===== config.mk =====
export PLATFORM = sky130hd
export DESIGN_NAME = decode_ctrl_pipe
export DESIGN_NICKNAME = d
export VERILOG_FILES = /design/src/rtl/decode_ctrl_pipe_pkg.sv /design/src/rtl/decode_ctrl_comb.sv /design/src/rtl/decode_ctrl_pipe.sv
export SDC_FILE = /design/constraint.sdc
export NUM_CORES = 1
export LEC_CHECK = 0
export ABC_AREA = 1
export CAP_MARGIN = 20
export CORE_UTILIZATION = 43
export DETAILED_ROUTE_END_ITERATION = 8
export PLACE_DENSITY_LB_ADDON = 0.3
export SLEW_MARGIN = 40
export SYNTH_ARGS = -nofsm -noshare
export SYNTH_HDL_FRONTEND = slang
export SYNTH_SLANG_ARGS = --single-unit
export TNS_END_PERCENT = 100

===== constraint.sdc =====
create_clock -name clk -period 2.3 [get_ports clk]
set_input_delay 0.69 -clock clk [delete_from_list [all_inputs] [get_ports clk]]
set_output_delay 0.69 -clock clk [all_outputs]
set_load 0.005 [all_outputs]

===== src/rtl/decode_ctrl_pipe_pkg.sv =====
// Shared constants for the ID->EX decode pipeline: RV32 opcodes, ALU operation codes,
// next-PC / writeback selects and the registered control bundle.
package decode_ctrl_pipe_pkg;

    localparam logic [6:0] OpcLui    = 7'b0110111;
    localparam logic [6:0] OpcAuipc  = 7'b0010111;
    localparam logic [6:0] OpcJal    = 7'b1101111;
    localparam logic [6:0] OpcJalr   = 7'b1100111;
    localparam logic [6:0] OpcBranch = 7'b1100011;
    localparam logic [6:0] OpcLoad   = 7'b0000011;
    localparam logic [6:0] OpcStore  = 7'b0100011;
    localparam logic [6:0] OpcOpImm  = 7'b0010011;
    localparam logic [6:0] OpcOp     = 7'b0110011;

    localparam int unsigned AluCodeW = 5;
    typedef logic [AluCodeW-1:0] alu_code_t;

    localparam alu_code_t AluAdd    = 5'd0;
    localparam alu_code_t AluSub    = 5'd1;
    localparam alu_code_t AluSll    = 5'd2;
    localparam alu_code_t AluXor    = 5'd3;
    localparam alu_code_t AluSrl    = 5'd4;
    localparam alu_code_t AluSra    = 5'd5;
    localparam alu_code_t AluOr     = 5'd6;
    localparam alu_code_t AluAnd    = 5'd7;
    localparam alu_code_t AluBltSlt = 5'd8;
    localparam alu_code_t AluSltu   = 5'd9;
    localparam alu_code_t AluBeq    = 5'd10;
    localparam alu_code_t AluBne    = 5'd11;
    localparam alu_code_t AluBge    = 5'd12;
    localparam alu_code_t AluBltu   = 5'd13;
    localparam alu_code_t AluBgeu   = 5'd14;
    localparam alu_code_t AluLui    = 5'd15;
    localparam alu_code_t AluMul    = 5'd16;
    localparam alu_code_t AluMulh   = 5'd17;
    localparam alu_code_t AluMulhsu = 5'd18;
    localparam alu_code_t AluMulhu  = 5'd19;
    localparam alu_code_t AluDiv    = 5'd20;
    localparam alu_code_t AluDivu   = 5'd21;
    localparam alu_code_t AluRem    = 5'd22;
    localparam alu_code_t AluRemu   = 5'd23;

    localparam logic [1:0] NpcPc4    = 2'b00;
    localparam logic [1:0] NpcJalr   = 2'b01;
    localparam logic [1:0] NpcJal    = 2'b10;
    localparam logic [1:0] NpcBranch = 2'b11;

    localparam logic [1:0] WdAlu   = 2'b00;
    localparam logic [1:0] WdLoad  = 2'b01;
    localparam logic [1:0] WdPc4   = 2'b10;
    localparam logic [1:0] WdAuipc = 2'b11;

    typedef struct packed {
        logic [1:0] npc_op;
        logic       alub_sel;
        alu_code_t  alu_op;
        logic [1:0] wd_sel;
        logic       dram_we;
        logic       rf_we;
        logic       is_load;
        logic [4:0] rd;
        logic       illegal;
    } ctrl_t;

    // OP / OP-IMM mapping; alt selects SUB over ADD and SRA over SRL.
    function automatic alu_code_t base_alu_op(input logic [2:0] f3, input logic alt);
        alu_code_t op;
        unique case (f3)
            3'b000:  op = alt ? AluSub : AluAdd;
            3'b001:  op = AluSll;
            3'b010:  op = AluBltSlt;
            3'b011:  op = AluSltu;
            3'b100:  op = AluXor;
            3'b101:  op = alt ? AluSra : AluSrl;
            3'b110:  op = AluOr;
            default: op = AluAnd;
        endcase
        return op;
    endfunction

    function automatic alu_code_t mext_alu_op(input logic [2:0] f3);
        alu_code_t op;
        unique case (f3)
            3'b000:  op = AluMul;
            3'b001:  op = AluMulh;
            3'b010:  op = AluMulhsu;
            3'b011:  op = AluMulhu;
            3'b100:  op = AluDiv;
            3'b101:  op = AluDivu;
            3'b110:  op = AluRem;
            default: op = AluRemu;
        endcase
        return op;
    endfunction

endpackage


===== src/rtl/decode_ctrl_comb.sv =====
// Purely combinational RV32I(+M) instruction decoder producing the EX control bundle
// and the source registers the instruction actually reads.
module decode_ctrl_comb
    import decode_ctrl_pipe_pkg::*;
#(
    parameter bit EN_MEXT    = 1'b1,
    parameter bit EN_ILLEGAL = 1'b1
) (
    input  logic [31:0] inst_i,
    output ctrl_t       ctrl_o,
    output logic [4:0]  rs1_o,
    output logic [4:0]  rs2_o,
    output logic        rs1_used_o,
    output logic        rs2_used_o
);

    logic [6:0] opcode;
    logic [2:0] f3;
    logic [6:0] f7;
    logic [4:0] rd;
    logic       illegal;

    assign opcode = inst_i[6:0];
    assign rd     = inst_i[11:7];
    assign f3     = inst_i[14:12];
    assign rs1_o  = inst_i[19:15];
    assign rs2_o  = inst_i[24:20];
    assign f7     = inst_i[31:25];

    always_comb begin
        ctrl_o     = '0;
        rs1_used_o = 1'b0;
        rs2_used_o = 1'b0;
        illegal    = 1'b0;
        case (opcode)
            OpcLui: begin
                ctrl_o.alub_sel = 1'b1;
                ctrl_o.alu_op   = AluLui;
                ctrl_o.rf_we    = 1'b1;
                ctrl_o.rd       = rd;
            end
            OpcAuipc: begin
                ctrl_o.alub_sel = 1'b1;
                ctrl_o.wd_sel   = WdAuipc;
                ctrl_o.rf_we    = 1'b1;
                ctrl_o.rd       = rd;
            end
            OpcJal: begin
                ctrl_o.npc_op = NpcJal;
                ctrl_o.wd_sel = WdPc4;
                ctrl_o.rf_we  = 1'b1;
                ctrl_o.rd     = rd;
            end
            OpcJalr: begin
                ctrl_o.npc_op   = NpcJalr;
                ctrl_o.alub_sel = 1'b1;
                ctrl_o.wd_sel   = WdPc4;
                ctrl_o.rf_we    = 1'b1;
                ctrl_o.rd       = rd;
                rs1_used_o      = 1'b1;
            end
            OpcBranch: begin
                ctrl_o.npc_op = NpcBranch;
                rs1_used_o    = 1'b1;
                rs2_used_o    = 1'b1;
                case (f3)
                    3'b000:  ctrl_o.alu_op = AluBeq;
                    3'b001:  ctrl_o.alu_op = AluBne;
                    3'b100:  ctrl_o.alu_op = AluBltSlt;
                    3'b101:  ctrl_o.alu_op = AluBge;
                    3'b110:  ctrl_o.alu_op = AluBltu;
                    3'b111:  ctrl_o.alu_op = AluBgeu;
                    default: illegal       = 1'b1;
                endcase
            end
            OpcLoad: begin
                ctrl_o.alub_sel = 1'b1;
                ctrl_o.wd_sel   = WdLoad;
                ctrl_o.is_load  = 1'b1;
                ctrl_o.rf_we    = 1'b1;
                ctrl_o.rd       = rd;
                rs1_used_o      = 1'b1;
            end
            OpcStore: begin
                ctrl_o.alub_sel = 1'b1;
                ctrl_o.dram_we  = 1'b1;
                rs1_used_o      = 1'b1;
                rs2_used_o      = 1'b1;
            end
            OpcOpImm: begin
                // Bit 30 is immediate data for ADDI, so only shifts honour it.
                ctrl_o.alub_sel = 1'b1;
                ctrl_o.alu_op   = base_alu_op(f3, inst_i[30] && (f3 == 3'b101));
                ctrl_o.rf_we    = 1'b1;
                ctrl_o.rd       = rd;
                rs1_used_o      = 1'b1;
            end
            OpcOp: begin
                ctrl_o.rf_we = 1'b1;
                ctrl_o.rd    = rd;
                rs1_used_o   = 1'b1;
                rs2_used_o   = 1'b1;
                case (f7)
                    7'b0000000: ctrl_o.alu_op = base_alu_op(f3, 1'b0);
                    7'b0100000: begin
                        if (f3 == 3'b000 || f3 == 3'b101) begin
                            ctrl_o.alu_op = base_alu_op(f3, 1'b1);
                        end else begin
                            illegal = 1'b1;
                        end
                    end
                    7'b0000001: begin
                        if (EN_MEXT) begin
                            ctrl_o.alu_op = mext_alu_op(f3);
                        end else begin
                            illegal = 1'b1;
                        end
                    end
                    default: illegal = 1'b1;
                endcase
            end
            default: illegal = 1'b1;
        endcase

        if (ctrl_o.rd == 5'd0) begin
            ctrl_o.rf_we = 1'b0;
        end
        if (illegal) begin
            ctrl_o.illegal = EN_ILLEGAL;
            ctrl_o.rf_we   = 1'b0;
            ctrl_o.dram_we = 1'b0;
            ctrl_o.is_load = 1'b0;
            ctrl_o.npc_op  = NpcPc4;
        end
    end

endmodule


===== src/rtl/decode_ctrl_pipe.sv =====
// ID->EX pipeline register with load-use hazard detection, back-pressure and flush.
// Decode itself lives in decode_ctrl_comb.
module decode_ctrl_pipe
    import decode_ctrl_pipe_pkg::*;
#(
    parameter int unsigned ALU_OP_W   = 5,
    parameter bit          EN_MEXT    = 1'b1,
    parameter bit          EN_ILLEGAL = 1'b1
) (
    input  logic                clk,
    input  logic                rst_n,
    input  logic                id_valid,
    input  logic [31:0]         id_inst,
    output logic                id_ready,
    input  logic                ex_ready,
    input  logic                flush,
    output logic                ex_valid,
    output logic [1:0]          ex_npc_op,
    output logic                ex_alub_sel,
    output logic [ALU_OP_W-1:0] ex_alu_op,
    output logic [1:0]          ex_wd_sel,
    output logic                ex_dram_we,
    output logic                ex_rf_we,
    output logic                ex_is_load,
    output logic [4:0]          ex_rd,
    output logic                ex_illegal,
    output logic                hz_stall
);

    ctrl_t      dec_ctrl;
    logic [4:0] rs1, rs2;
    logic       rs1_used, rs2_used;
    logic       load_use;
    logic       valid_q, valid_d;
    ctrl_t      ex_q, ex_d;

    decode_ctrl_comb #(
        .EN_MEXT   (EN_MEXT),
        .EN_ILLEGAL(EN_ILLEGAL)
    ) u_decode (
        .inst_i    (id_inst),
        .ctrl_o    (dec_ctrl),
        .rs1_o     (rs1),
        .rs2_o     (rs2),
        .rs1_used_o(rs1_used),
        .rs2_used_o(rs2_used)
    );

    assign load_use = valid_q && ex_q.is_load && (ex_q.rd != 5'd0) && id_valid &&
                      ((rs1_used && (rs1 == ex_q.rd)) || (rs2_used && (rs2 == ex_q.rd)));
    assign hz_stall = load_use && !flush;
    assign id_ready = !hz_stall && (ex_ready || !valid_q);

    // Flush beats everything; otherwise a free register takes the decode or a bubble.
    always_comb begin
        valid_d = valid_q;
        ex_d    = ex_q;
        if (flush) begin
            valid_d = 1'b0;
            ex_d    = '0;
        end else if (ex_ready || !valid_q) begin
            if (id_valid && !hz_stall) begin
                valid_d = 1'b1;
                ex_d    = dec_ctrl;
            end else begin
                valid_d = 1'b0;
                ex_d    = '0;
            end
        end
    end

    always_ff @(posedge clk or negedge rst_n) begin
        if (!rst_n) begin
            valid_q <= 1'b0;
            ex_q    <= '0;
        end else begin
            valid_q <= valid_d;
            ex_q    <= ex_d;
        end
    end

    assign ex_valid    = valid_q;
    assign ex_npc_op   = ex_q.npc_op;
    assign ex_alub_sel = ex_q.alub_sel;
    assign ex_alu_op   = ALU_OP_W'(ex_q.alu_op);
    assign ex_wd_sel   = ex_q.wd_sel;
    assign ex_dram_we  = ex_q.dram_we;
    assign ex_rf_we    = ex_q.rf_we;
    assign ex_is_load  = ex_q.is_load;
    assign ex_rd       = ex_q.rd;
    assign ex_illegal  = ex_q.illegal;

endmodule


==> results of run 1 <==
-- per-layer routing --
layer  track usage, %  up-vias  routed length, µm
li1                 -      937                  -
met1             36.6      953               2350
met2             56.5      164               2930
met3             7.46       50                599
met4             19.9        0                472
met5                0        -                  0
-- path summary, 6_finish.rpt --
check,endpoint,startpoint
worst max-delay path,id_ready,id_inst[2]
worst min-delay path,ex_alu_op[4],ex_alu_op[4]
worst max register to register,ex_rd[2],ex_rd[1]
worst min register to register,ex_alu_op[4],ex_alu_op[4]
max in group asynchronous,ex_rd[1],rst_n
min in group asynchronous,ex_rd[4],rst_n
-- state kept, by name, indices dropped and copies added, names as in the netlist --
signal	count
ex_npc_op	2
ex_valid	1
ex_dram_we	1
ex_rd	5
ex_rf_we	1
ex_wd_sel	2
ex_alu_op	5
ex_alub_sel	1
ex_is_load	1
ex_illegal	1
-- stage by stage --
| step | std cells | setup TNS [ps] | utilization [%] | setup slack, ps | total power, W |
|---|---|---|---|---|---|
| 2_1_floorplan | 222 | 0 | - | 75.9 | 0.000424 |
| 4_1_cts | 375 | -157 | 81.2 | -107 | 0.000858 |
| 3_5_place_dp | 356 | -6350 | 74.6 | -953 | 0.000552 |
| 6_report | 378 | -364 | 84.7 | -208 | 0.000893 |
| 3_3_place_gp | 356 | -4680 | 74.6 | -865 | 0.000548 |
| 5_1_grt | 378 | -467 | 84.7 | -262 | 0.000921 |
-- final cells by class --
cell class              count  share of cell area, %
inverters                  26                   3.75
well taps                  44                   2.06
multi-input cells         174                   37.4
repair buffers            110                   36.0
clock inverters             1                   1.12
flip-flops and latches     20                   18.8
clock buffers               3                  0.843
-- layout by cell type, fill, tap and decap left out, types with 2 or more instances in the layout --
cell type / instances
nand2_2: 5
nor2_1: 23
buf_12: 3
o21ai_2: 9
nand4_1: 7
dfrtp_1: 19
xor2_1: 3
nor2_2: 3
nor2_4: 6
nor3_1: 4
xnor2_1: 2
clkbuf_2: 2
inv_2: 4
clkdlybuf4s15_1: 5
buf_6: 3
nand2_1: 66
buf_2: 7
nand3_2: 3
nand2_4: 4
clkbuf_4: 3
inv_1: 20
dlygate4sd2_1: 3
nand3_1: 13
clkdlybuf4s50_1: 37
o21ai_0: 12
buf_4: 50
-- logic make-up (layout without fill, tap and decap cells) --
| group | count (synthesis) | count (layout) |
|---|---|---|
| AND/OR/NAND/NOR | 139 | 139 |
| buffers and inverters | 28 | 140 |
| AO/OA/AOI/OAI | 28 | 28 |
| flip-flops | 20 | 20 |
| XOR/XNOR | 7 | 7 |
-- where the power goes --
part / internal (W) / total, W / switching [W]
logic: 0.000119 / 0.000235 / 0.000116
registers: 0.000355 / 0.000359 / 0.00000316
clock network: 0.000176 / 0.000299 / 0.000123
-- critical path: stages --
cell and delay (ps):
buf_2 120, buf_4 120, nand4_1 150, nor2_2 170, nor2_1 70, nand2_1 90, nand2_1 60, nand2_2 80
nand2_4 50, inv_2 60, nor2_1 30, buf_2 120
-- repair_timing --
action                                 4_1_cts  5_1_grt
pin swaps                                   31       22
gates cloned                                 0        0
resized for setup                           85       30
setup endpoints to repair                    2        9
endpoints found under the hold margin        0        0
setup buffers                               15        5
==> reports/qor.yml, run 1 <==
run_status:
  status: "finished, violations left"
  violations: "setup timing"
floorplanning:
  die-width_um: 60.3
  pin_count: 59
  num_rows: 20
  die_area_um2: 3640
  start_util_pct: 46.4
  coreArea_um2: 3150
  fp.dieH_um: 60.3
place:
  place_hpwl_um: 3400
  gp_congestion: 0.964
  place.port_buffers: 58
  dpl_cell_area_um2: 2350
sta:
  relSlewSlack_pct: 74.3
  slew_viol_final: 0
  setup_viol_count_final: 2
  fmax_ghz: 0.399
  period_share_pct: 109
  finalHoldViolations: 0
  rsz0062_at_grt: "yes"
  period_needed_ps: 2510
  worst_slew_pin_slew_ps: 381
  whs_ps: 495
  finalClockSkew_ps: 4.89
  setup_slack_ps: -208
global_routing:
  grt_overflow: 0
  grt_max_degree: 21
  grt_pass1_vias: 1969
  grtUsageTotal_pct: 32.8
  grt_first_pass_wirelength_um: 8760
  antenna_found_initial: 0
yosys:
  synth_fa_ha_area_share_pct: 0
  synth_top_family_by_area: "simple AND/OR/NAND/NOR gates"
  yosysWarnings: 0
  synthMuxAreaShare_pct: 0
  synth_area_leader_cell: "dfrtp_1"
  post-synth-top-count-cell: "nand2_1"
  syn_area_per_cell_um2: 6.59
  synth.distinct_cells: 26
  synth_fp_nets: 259
  synth-edff-count: 0
  synth_xor_area_share_pct: 4.19
  synth_area_um2: 1460
  synth_async_sr_flop_share_pct: 100
  yosys-top-cells-area: "dfrtp_1 34%, nand2_1 18%, nor2_1 7.7%, inv_1 6.4%, nand3_1 5.5%"
  ys.flop_type: "dfrtp_1"
  ys_ff_latch: 20
  synth_common_cells: "71 x nand2_1, 30 x nor2_1, 25 x inv_1"
  postSynthCellCount: 222
  synth_compound_area_share_pct: 12.6
  synthSimpleGateAreaFrac_pct: 41.3
  ys_seq_area_share_pct: 34.2
  yosys.area.top_type_share_pct: 34.2
power:
  p_leak_nw: 1.32
  power_density_nw_per_um2: 334
  peakVddDrop_uv: 239
worst_setup_path:
  rrSetupSlack_ps: 490
  reg2reg_depth: 10
  path_class: "in -> out"
  cp_data_arrival_time_ps: 1820
  required_ps: 1610
  critPathLaunchType: "input port"
  critical_path.max_fanout: 2
  end_kind: "output port"
cells_and_area:
  fin_area_um2: 2670
  final-seq-area_um2: 502
  drive_above_1_share_pct: 34.1
  multi_input_area_um2: 1000
  nets: 372
  area_growth_pct: 82.4
  antenna_cells: 0
  fillerInstances: 179
clock_network:
  postCtsHoldBufs: 0
  cts.clk_slew.worst_paths_ps: 120
  cts_root_buffer: "clkbuf_4"
  numClockSinks: 20
  ctsLongestPathBuffers: 2
  clk_latency_ps: 310
  cts_tree: "yes"
  cts_buffers: 3
  htree_levels: 1
worst_hold_path:
  hold_class: "reg -> reg"
  worstHoldPathCells: 2
route:
  antenna_left: 0
  remaining_drc_errors: 0
  drt-wirelength-per-cell_um: 16.8
  dr.pass1.iters: 6
  drt_iter0_drc: 136
  wl_um: 6350
  vias: 2104
  routed_via_density: 5.57
flow_run:
  maxCapViolCount: 0
No activity file was read; power rests on OpenSTA's default activity.
==> inputs of run 2 (changes only) <==
ABC_CLOCK_PERIOD_IN_PS = 2300   (was default)
CTS_CLUSTER_DIAMETER = 150   (was default)
==> results of run 2 <==
No change in the layout: final DEF, timing and power equal those of run 1.
==> inputs of run 3 (changes only) <==
ABC_CLOCK_PERIOD_IN_PS = 2600   (was 2300)
clock period = 2.6 ns   (was 2.3 ns; I/O delays follow)
==> run 3 against run 2 <==
Net effect: the flow still finishes with violations (setup timing); sequential share of layout area increased by 1.1 points; wire length decreased by 21%; worst setup slack improved by 200 ps; first-iteration DRC count decreased by 9.6%; clock skew increased by 1.4 ps; global-route usage decreased by 5.0 points; clock power decreased by 13%; critical endpoint unchanged; largest power group unchanged.
==> reports/qor.yml, run 3 (same netlist as run 1, synthesis figures left out) <==
global_routing:
  grt_pass1_vias: 1805  # -8.3%
  antenna_found_initial: 0  # unchanged
  grt_max_degree: 21  # unchanged
  grt_overflow: 0  # unchanged
  grt_first_pass_wirelength_um: 7590  # -13%
  grtUsageTotal_pct: 27.8  # -5.0 points
route:
  drt-wirelength-per-cell_um: 13.6  # -19%
  remaining_drc_errors: 0  # unchanged
  antenna_left: 0  # unchanged
  wl_um: 5040  # -21%
  drt_iter0_drc: 123  # -9.6%
  vias: 1903  # -9.6%
  dr.pass1.iters: 6  # unchanged
  routed_via_density: 5.14  # -7.6%
clock_network:
  numClockSinks: 20  # unchanged
  cts_root_buffer: "clkbuf_4"
  ctsLongestPathBuffers: 2  # unchanged
  cts_buffers: 3  # unchanged
  clk_latency_ps: 300  # about the same
  htree_levels: 1  # unchanged
  postCtsHoldBufs: 0  # unchanged
  cts.clk_slew.worst_paths_ps: 130  # about the same
  cts_tree: "yes"
floorplanning:
  coreArea_um2: 3150  # unchanged
  fp.dieH_um: 60.3  # unchanged
  die_area_um2: 3640  # unchanged
  die-width_um: 60.3  # unchanged
  num_rows: 20  # unchanged
  start_util_pct: 46.4  # unchanged
  pin_count: 59  # unchanged
cells_and_area:
  nets: 364  # -2.2%
  final_cell_mix: "65 x nand2_1, 45 x buf_4, 37 x clkdlybuf4s50_1, 25 x nor2_1, 20 x dfrtp_1"
  fillerInstances: 216  # +21%
  final-seq-area_um2: 500  # -0.25%
  multi_input_area_um2: 945  # -5.5%
  antenna_cells: 0  # unchanged
  drive_above_1_share_pct: 31.0  # -3.2 points
  area_growth_pct: 71.8
  final_common_cell: "nand2_1"
worst_setup_path:
  critPathLaunchType: "input port"
  end_kind: "output port"
  path_class: "in -> out"
  cp_data_arrival_time_ps: 1820  # about the same
  critical_path.max_fanout: 4  # +2
  required_ps: 1820  # +210 ps
power:
  p_comb_share_pct: 24.1  # -2.2 points
  p_sw_w: 0.000198  # -18%
  peakVddDrop_uv: 223  # -6.5%
  p_sw_share_pct: 26.0  # -1.2 points
  p_leak_nw: 1.27  # -3.8%
  seqPwrFrac_pct: 41.6  # +1.4 points
  clock_power_share_pct: 34.3  # +0.8 points
  p_int_w: 0.000564  # -13%
  power_density_nw_per_um2: 303  # -9.4%
run_status:
  violations: "setup timing"
  status: "finished, violations left"
sta:
  finalHoldViolations: 0  # unchanged
  fmax_ghz: 0.384
  rsz0062_at_grt: "yes"
  finalClockSkew_ps: 6.33  # +1.44 ps
  period_needed_ps: 2600
  setup_slack_ps: -3.79  # +205 ps
  setup_viol_count_final: 1  # -1
  relSlewSlack_pct: 71.8  # -2.5 points
  worst_slew_pin_slew_ps: 419  # +38.2 ps
  finalSetupTns_ps: -3.79  # +361 ps
  slew_viol_final: 0  # unchanged
  period_share_pct: 100
place:
  place.port_buffers: 58  # unchanged
  place_hpwl_um: 3160  # -6.8%
  gp_congestion: 0.916  # -4.9%
  post-place-ws_ps: -820  # +132 ps
flow_run:
  maxCapViolCount: 0  # unchanged
worst_hold_path:
  hold_class: "reg -> reg"
run 3: cell count changes in the layout (fill, tap and decap cells not counted), moves of 3 or more:
cell,previous run,this run
clkdlybuf4s15_1,5,2
inv_2,4,7
buf_4,50,45
buf_12,3,0
run 3: final cells by class:
cell class,count,share of cell area (%)
multi-input cells,174,37.6
repair buffers,102,34.4
flip-flops and latches,20,19.9
inverters,26,3.88
well taps,44,2.19
clock inverters,1,1.19
clock buffers,3,0.896
run 3: final timing paths:
check | from | slack [ps] | end | depth (start not counted)
worst min register to register | ex_wd_sel[0] | 500 | ex_wd_sel[0] | 2
min in group asynchronous | rst_n | 800 | ex_rd[2] | 2
max in group asynchronous | rst_n | 1580 | ex_alu_op[3] | 2
worst max register to register | ex_rd[3] | 860 | ex_rd[1] | 9
worst max-delay path | id_inst[6] | -4 | id_ready | 12
worst min-delay path | ex_wd_sel[0] | 500 | ex_wd_sel[0] | 2
run 3: power by group through the flow:
stage	clock network, W	logic (W)	registers, W
6_report	0.000261	0.000184	0.000317
5_1_grt	0.000273	0.000199	0.000317
4_1_cts	0.000260	0.000169	0.000317
3_5_place_dp	0	0.000156	0.000323
3_3_place_gp	0	0.000154	0.000322
2_1_floorplan	0	0.0000524	0.000323
run 3: what timing repair did:
action,CTS,global route
gates resized for setup,71,23
setup buffers,19,4
pin swaps,26,21
endpoints found under the setup margin,2,2
run 3: per-layer routing:
metal	global-route usage [%]	part of all wire [%]	vias up
met5	0	0	-
met4	11.6	3.6	0
met3	3.62	6.8	16
met2	51.6	50	77
met1	31.6	40	887
li1	-	-	923
run 3: stage by stage:
step | std cells | utilization (%) | total power, W | area [µm²] | hold WS, ps
after floorplan | 222 | - | 0.000375 | 1460 | 473
after global placement | 343 | 71.1 | 0.000476 | 2240 | 466
after detailed placement | 343 | 71.1 | 0.000479 | 2240 | 464
after CTS | 366 | 77.6 | 0.000746 | 2450 | 498
after global routing | 370 | 79.8 | 0.000789 | 2510 | 514
final | 370 | 79.8 | 0.000762 | 2510 | 497
run 3: critical path: stages:
cell and delay (ps):
buf_4 140, nor2_4 100, nand2_2 90, a21oi_4 200
nor2_4 50, nand2_2 60, nand2_2 60, nand2_2 80
nand2_4 50, inv_2 50, nor2_1 30, buf_2 120
